$ cat src/rtl/mem_write_tap_if.sv
// rtl/mem_write_tap_if.sv - CPU write-port and snoop output stream bundle for mem_write_tap
interface mem_write_tap_if #(
  parameter int ADDR_W = 15,
  parameter int DATA_W = 16,
  parameter int WIN_W  = 1
);
  logic [ADDR_W-1:0] cpu_addr;
  logic [DATA_W-1:0] cpu_data;
  logic              cpu_we;
  logic              out_valid;
  logic              out_ready;
  logic [WIN_W-1:0]  out_win;
  logic [ADDR_W-1:0] out_offset;
  logic [DATA_W-1:0] out_data;

  modport master (
    output cpu_addr, cpu_data, cpu_we, out_ready,
    input  out_valid, out_win, out_offset, out_data
  );

  modport slave (
    input  cpu_addr, cpu_data, cpu_we, out_ready,
    output out_valid, out_win, out_offset, out_data
  );
endinterface

$ cat src/rtl/mem_write_tap.sv
// rtl/mem_write_tap.sv - windowed CPU data-memory write snoop with FWFT queue, last-value and drop count
module mem_write_tap #(
  parameter int                        ADDR_W     = 15,
  parameter int                        DATA_W     = 16,
  parameter int                        NUM_WIN    = 2,
  parameter logic [NUM_WIN*ADDR_W-1:0] WIN_BASE   = {15'd24577, 15'd16384},
  parameter logic [NUM_WIN*ADDR_W-1:0] WIN_SIZE   = {15'd1, 15'd8192},
  parameter int                        FIFO_DEPTH = 4
) (
  input  logic                        clk,
  input  logic                        reset,
  mem_write_tap_if.slave              bus,
  output logic [NUM_WIN*DATA_W-1:0]   last_data,
  output logic [$clog2(FIFO_DEPTH):0] fifo_level,
  output logic [7:0]                  drop_count
);
  localparam int WIN_W = (NUM_WIN > 1) ? $clog2(NUM_WIN) : 1;
  localparam int PTR_W = $clog2(FIFO_DEPTH);

  logic [ADDR_W:0]   w_addr_x;
  logic [ADDR_W:0]   w_base_x;
  logic [ADDR_W:0]   w_size_x;
  logic              w_hit;
  logic [WIN_W-1:0]  w_hit_win;
  logic [ADDR_W-1:0] w_hit_off;

  // Scan from the top index down so the lowest matching window is the one kept.
  always_comb begin
    w_addr_x  = {1'b0, bus.cpu_addr};
    w_base_x  = '0;
    w_size_x  = '0;
    w_hit     = 1'b0;
    w_hit_win = '0;
    w_hit_off = '0;
    for (int w = NUM_WIN - 1; w >= 0; w--) begin
      w_base_x = {1'b0, WIN_BASE[w*ADDR_W +: ADDR_W]};
      w_size_x = {1'b0, WIN_SIZE[w*ADDR_W +: ADDR_W]};
      if ((w_size_x != '0) && (w_addr_x >= w_base_x) && (w_addr_x < (w_base_x + w_size_x))) begin
        w_hit     = 1'b1;
        w_hit_win = WIN_W'(w);
        w_hit_off = bus.cpu_addr - w_base_x[ADDR_W-1:0];
      end
    end
  end

  logic              r_cap_valid;
  logic [WIN_W-1:0]  r_cap_win;
  logic [ADDR_W-1:0] r_cap_off;
  logic [DATA_W-1:0] r_cap_data;

  always_ff @(posedge clk) begin
    if (reset) begin
      r_cap_valid <= 1'b0;
      r_cap_win   <= '0;
      r_cap_off   <= '0;
      r_cap_data  <= '0;
    end else begin
      r_cap_valid <= bus.cpu_we && w_hit;
      r_cap_win   <= w_hit_win;
      r_cap_off   <= w_hit_off;
      r_cap_data  <= bus.cpu_data;
    end
  end

  logic [PTR_W:0]    r_wr_ptr;
  logic [PTR_W:0]    r_rd_ptr;
  logic [WIN_W-1:0]  r_mem_win  [FIFO_DEPTH];
  logic [ADDR_W-1:0] r_mem_off  [FIFO_DEPTH];
  logic [DATA_W-1:0] r_mem_data [FIFO_DEPTH];
  logic              w_empty;
  logic              w_full;
  logic              w_pop;
  logic              w_push;
  logic              w_drop;

  assign w_empty = (r_wr_ptr == r_rd_ptr);
  assign w_full  = (r_wr_ptr[PTR_W] != r_rd_ptr[PTR_W]) &&
                   (r_wr_ptr[PTR_W-1:0] == r_rd_ptr[PTR_W-1:0]);
  assign w_pop   = !w_empty && bus.out_ready;
  // A full queue still accepts when the head leaves in the same cycle.
  assign w_push  = r_cap_valid && (!w_full || w_pop);
  assign w_drop  = r_cap_valid && !w_push;

  // Storage is cleared on reset so the head reads zero while the queue is empty.
  always_ff @(posedge clk) begin
    if (reset) begin
      r_wr_ptr <= '0;
      r_rd_ptr <= '0;
      for (int i = 0; i < FIFO_DEPTH; i++) begin
        r_mem_win[i]  <= '0;
        r_mem_off[i]  <= '0;
        r_mem_data[i] <= '0;
      end
    end else begin
      if (w_push) begin
        r_mem_win[r_wr_ptr[PTR_W-1:0]]  <= r_cap_win;
        r_mem_off[r_wr_ptr[PTR_W-1:0]]  <= r_cap_off;
        r_mem_data[r_wr_ptr[PTR_W-1:0]] <= r_cap_data;
        r_wr_ptr <= r_wr_ptr + 1'b1;
      end
      if (w_pop) begin
        r_rd_ptr <= r_rd_ptr + 1'b1;
      end
    end
  end

  logic [NUM_WIN*DATA_W-1:0] r_last_data;
  logic [7:0]                r_drop_count;

  always_ff @(posedge clk) begin
    if (reset) begin
      r_last_data  <= '0;
      r_drop_count <= '0;
    end else begin
      if (r_cap_valid) begin
        for (int w = 0; w < NUM_WIN; w++) begin
          if (r_cap_win == WIN_W'(w)) begin
            r_last_data[w*DATA_W +: DATA_W] <= r_cap_data;
          end
        end
      end
      if (w_drop && (r_drop_count != 8'hFF)) begin
        r_drop_count <= r_drop_count + 8'd1;
      end
    end
  end

  assign bus.out_valid  = !w_empty;
  assign bus.out_win    = r_mem_win[r_rd_ptr[PTR_W-1:0]];
  assign bus.out_offset = r_mem_off[r_rd_ptr[PTR_W-1:0]];
  assign bus.out_data   = r_mem_data[r_rd_ptr[PTR_W-1:0]];
  assign last_data      = r_last_data;
  assign fifo_level     = r_wr_ptr - r_rd_ptr;
  assign drop_count     = r_drop_count;
endmodule

$ cat src/flat_wrapper.sv
// flat-port wrapper written by rule: the top's interface ports become plain ports
module mem_write_tap_flat 
#(
  parameter int                        ADDR_W     = 15,
  parameter int                        DATA_W     = 16,
  parameter int                        NUM_WIN    = 2,
  parameter logic [NUM_WIN*ADDR_W-1:0] WIN_BASE   = {15'd24577, 15'd16384},
  parameter logic [NUM_WIN*ADDR_W-1:0] WIN_SIZE   = {15'd1, 15'd8192},
  parameter int                        FIFO_DEPTH = 4
)
  (clk, reset, last_data, fifo_level, drop_count, bus_cpu_addr, bus_cpu_data, bus_cpu_we, bus_out_ready, bus_out_valid, bus_out_win, bus_out_offset, bus_out_data);
  mem_write_tap_if #(.ADDR_W(ADDR_W), .DATA_W(DATA_W), .WIN_W(1)) bus_i ();
  input  logic clk;
  input  logic reset;
  output logic [NUM_WIN*DATA_W-1:0] last_data;
  output logic [$clog2(FIFO_DEPTH):0] fifo_level;
  output logic [7:0] drop_count;
  input wire logic [$bits(bus_i.cpu_addr)-1:0] bus_cpu_addr;
  input wire logic [$bits(bus_i.cpu_data)-1:0] bus_cpu_data;
  input wire logic [$bits(bus_i.cpu_we)-1:0] bus_cpu_we;
  input wire logic [$bits(bus_i.out_ready)-1:0] bus_out_ready;
  output wire logic [$bits(bus_i.out_valid)-1:0] bus_out_valid;
  output wire logic [$bits(bus_i.out_win)-1:0] bus_out_win;
  output wire logic [$bits(bus_i.out_offset)-1:0] bus_out_offset;
  output wire logic [$bits(bus_i.out_data)-1:0] bus_out_data;
  assign bus_i.cpu_addr = bus_cpu_addr;
  assign bus_i.cpu_data = bus_cpu_data;
  assign bus_i.cpu_we = bus_cpu_we;
  assign bus_i.out_ready = bus_out_ready;
  assign bus_out_valid = bus_i.out_valid;
  assign bus_out_win = bus_i.out_win;
  assign bus_out_offset = bus_i.out_offset;
  assign bus_out_data = bus_i.out_data;
  mem_write_tap #(.ADDR_W(ADDR_W), .DATA_W(DATA_W), .NUM_WIN(NUM_WIN), .WIN_BASE(WIN_BASE), .WIN_SIZE(WIN_SIZE), .FIFO_DEPTH(FIFO_DEPTH)) u_core (.clk(clk), .reset(reset), .bus(bus_i), .last_data(last_data), .fifo_level(fifo_level), .drop_count(drop_count));
endmodule
$ cat config.mk
export PLATFORM = sky130hd
export DESIGN_NAME = mem_write_tap_flat
export DESIGN_NICKNAME = d
export VERILOG_FILES = /design/src/rtl/mem_write_tap_if.sv /design/src/rtl/mem_write_tap.sv /design/src/flat_wrapper.sv
export SDC_FILE = /design/constraint.sdc
export NUM_CORES = 1
export LEC_CHECK = 0
export BUFFER_PORTS_ARGS = -buffer_cell sky130_fd_sc_hd__buf_4
export CORE_ASPECT_RATIO = 0.6
export CORE_MARGIN = 1.5
export CORE_UTILIZATION = 50
export DETAILED_ROUTE_END_ITERATION = 7
export PLACE_DENSITY_LB_ADDON = 0.3
export SLEW_MARGIN = 20
export SYNTH_ARGS = -nofsm -noshare
export SYNTH_HDL_FRONTEND = slang
export SYNTH_SLANG_ARGS = --single-unit
$ cat constraint.sdc
create_clock -name clk -period 6.1 [get_ports clk]
set_clock_uncertainty 0.15 [all_clocks]
set_input_delay 0.915 -clock clk [delete_from_list [all_inputs] [get_ports clk]]
set_output_delay 0.915 -clock clk [all_outputs]
set_load 0.005 [all_outputs]
==> impl_results.md <==
* Outcome: finished, final reports clean
* Fin cells at 1002
* Pwr dens at 285.1 mW/mm^2
* Worst Setup Path Type: reg -> reg
* Clock Path Buffers at 3
* Root buffer cell: clkbuf_16
* Final instance area at 0.01024 mm^2
* GPL Wtd Cong at 0.8120
* Setup ws final at 1.985 ns
* Synth area leaders: edfxtp_1 (45%), dfxtp_1 (19%), and2_1 (9.5%)
* Worst Hold Margin at 0.3144 ns
* Async S/R FF share, synth at 0%
* Part of the power in combinational logic at 5.5%
* Placed Area at a little under 0.01 mm^2
* Cell Area, Synth at 0.008576 mm^2
* Hold Buf Count CTS at 0
* Pre-CTS setup slack at 1.741 ns
* Net Sw Frac at 20.70%
* Initial antenna violation count at 0
* GR Overflow Total at 0
* Register area share after synthesis at between 60% and 70%
* Most frequent cells in the layout: and2_1 (130), edfxtp_1 (128), buf_4 (118), dfxtp_1 (80), nand2_1 (71)
* Insertion delay to the later sink of the worst-skew pair at around 0.48 ns
* CP Data Required Time at 6.10 ns
* Number of H-tree levels at 1
* Hold_sp: u_core.last_data[6]
* Avg WL per Cell at just under 20 um
* IO Pins at ~110
* Share of cells above drive strength 1 at 23.64%
* Post_cts resized at 0
* Clock Sinks at 209
* Fmax at approximately 0.24 GHz
* Antenna viol nets, final at 0
* Pre-Repair DR Iteration Count at 7
* Setup TNS at 0 ns
* RSZ-0062 raised after global routing: false
* Largest vdd supply drop at between 100 and 150 uV
* Std-Cell Rows at 36
* Period minus WS final at 4.115 ns
* Syn-to-layout area delta at 19.38%
* # placed instances at 970
* Clock network power share at 40.7%
* Reg2Reg Capture Point: u_core.r_mem_off[2][14]
* Highest net fanout along the worst path at 33
* Core area at roughly 0.016 mm^2
* CTS tree: built
* Rel. slew slack at 35.87%
* Final setup viols at 0
* Leakage Power at 3.847 nW
* Vias at around 5500
* Syn_nets at 703
* Synth warn at 0
* Synth Instances at 660
* Die H at 104.4 um
* Final HPWL DP at about 13000 um
* First-pass GRT wire length at 30330 um
* CP arrival at 4.12 ns
* Vias in the first global route at 5506
* Top FF cell, synth: edfxtp_1
* Worst reg2reg setup slack at 1.98 ns
* Worst setup EP type: register
* NumNets Final at 806
* Final Hold Fails at 0
* Routed wire length at 19380 um
* Post CTS Setup Buffer Count at 0
* DRC Markers at 0
* Switching power at 604.2 uW
* Total GRT Usage at 22.22%
* Post-synthesis area per instance at 12.99 um^2
* Diode count at 0
* Post-synth EDFFs at 128
* Die width at between 150 and 200 um
* Critical Path Source Type: register
* Slew Viols, Final at 0
* Crit path capture: u_core.r_mem_off[2][14]
* Reg-to-reg startpoint: u_core.r_wr_ptr[0]
* Cell Int Power at 2.315 mW
* Yosys top cell by area: edfxtp_1
* CTS Buf Count at 19
* Fin util at 62.10%
* Worst Hold Class: reg -> reg
* Initial Utilization at 52.02%
* Flop pwr share at 53.7%
* Vias per inst at 5.463
* Crit path from: u_core.r_wr_ptr[0]
* Worst Max-Slew Pin Slew at ~0.96 ns
* Synth Register Bits at 209
* Commonest non-fill, non-tap cell in the layout: and2_1
* Distinct cells, synth at 47
* Reg2reg path depth at 7
* Clk slew on worst S/H paths at around 0.07 ns
* Max-Cap Viols at 0
* Fin crit share at 67.46%
* DRT iter0 DRCs at 456
* Die area at 0.01797 mm^2
* Post-synth top area share at 44.82%
* Total power at 2.919 mW
* Count of input and output buffers at 110
* Pin count of the biggest net entering global routing at 71
[power by group through the flow]
| stage | Sequential [mW] | Combinational (mW) | Clock, mW |
|---|---|---|---|
| 2_1_floorplan | 1.58 | 0.0883 | 0 |
| 3_3_place_gp | 1.60 | 0.159 | 0 |
| 3_5_place_dp | 1.60 | 0.163 | 0 |
| 4_1_cts | 1.57 | 0.164 | 1.20 |
| 5_1_grt | 1.57 | 0.176 | 1.25 |
| 6_report | 1.57 | 0.161 | 1.19 |
[how the worst min path moves through the flow]
stage | end | slack, ns | depth (start not counted)
2_1_floorplan | u_core.last_data[0] | 0.30 | 2
3_3_place_gp | u_core.last_data[15] | 0.30 | 2
3_5_place_dp | u_core.last_data[20] | 0.30 | 2
4_1_cts | u_core.last_data[15] | 0.31 | 2
5_1_grt | u_core.last_data[26] | 0.34 | 2
6_report | u_core.last_data[6] | 0.31 | 2
[Yosys cell counts, drive strengths merged, types with 2 or more instances]
library cell	number
buf	7
nand2	71
or4	5
nand3	6
a211oi	7
inv	13
edfxtp	128
or2	3
xnor2	3
and3	3
dfxtp	81
o41ai	2
xor2	8
nor4	2
nor2	13
a21oi	38
or3	7
nor2b	16
o311ai	3
and4	2
ha	7
clkbuf	29
nor3	7
o31ai	5
mux2i	2
nand2b	4
mux4	32
and2	130
o21ai	11
nand4	5
[state kept, by name (all words and copies together) (netlist names), 4 cells and up, named ones only]
register,cells
u_core.drop_count,8
u_core.last_data,32
u_core.r_mem_off,60
u_core.r_cap_data,16
u_core.r_mem_data,64
u_core.r_mem_win,4
u_core.r_cap_off,15
[final cells by class]
type	instances	area (um^2)
fill	1294	6248
sequential	209	5466
clock inverter	6	81.33
inverter	13	48.80
clock buffer	26	533.0
timing repair buffer	118	885.9
tap	228	285.3
multi-input combinational	402	2937
[kinds of logic (layout without fill, tap and decap cells)]
family                     after synthesis  after routing  share of synthesized area (%)
buffers and inverters                   49            163                          2.203
muxes                                   34             34                          8.637
AOI/OAI and AO/OA                       70             70                          4.873
adders and majority gates                8              8                          1.255
xor gates and xnor gates                11             11                          1.211
DFF                                    209            209                          63.73
and+or+nand+nor                        279            279                          18.09
[layer usage]
layer | track usage, % | part of all wire, % | vias to the layer above
li1 | - | - | 2551
met2 | 33.53 | 44 | 194
met4 | 3.727 | 0.99 | 0
met3 | 4.642 | 7.7 | 20
met5 | 0 | 0 | -
met1 | 33.55 | 47 | 2709
[critical path, cell delays in order, from the launching register on]
cell	delay, ns
dfxtp_1	0.37
inv_1	0.14
ha_1	0.37
and3b_1	0.25
a211oi_2	0.62
and3_1	0.89
or2_1	0.61
buf_4	0.38
No activity file was read; power rests on OpenSTA's default activity.
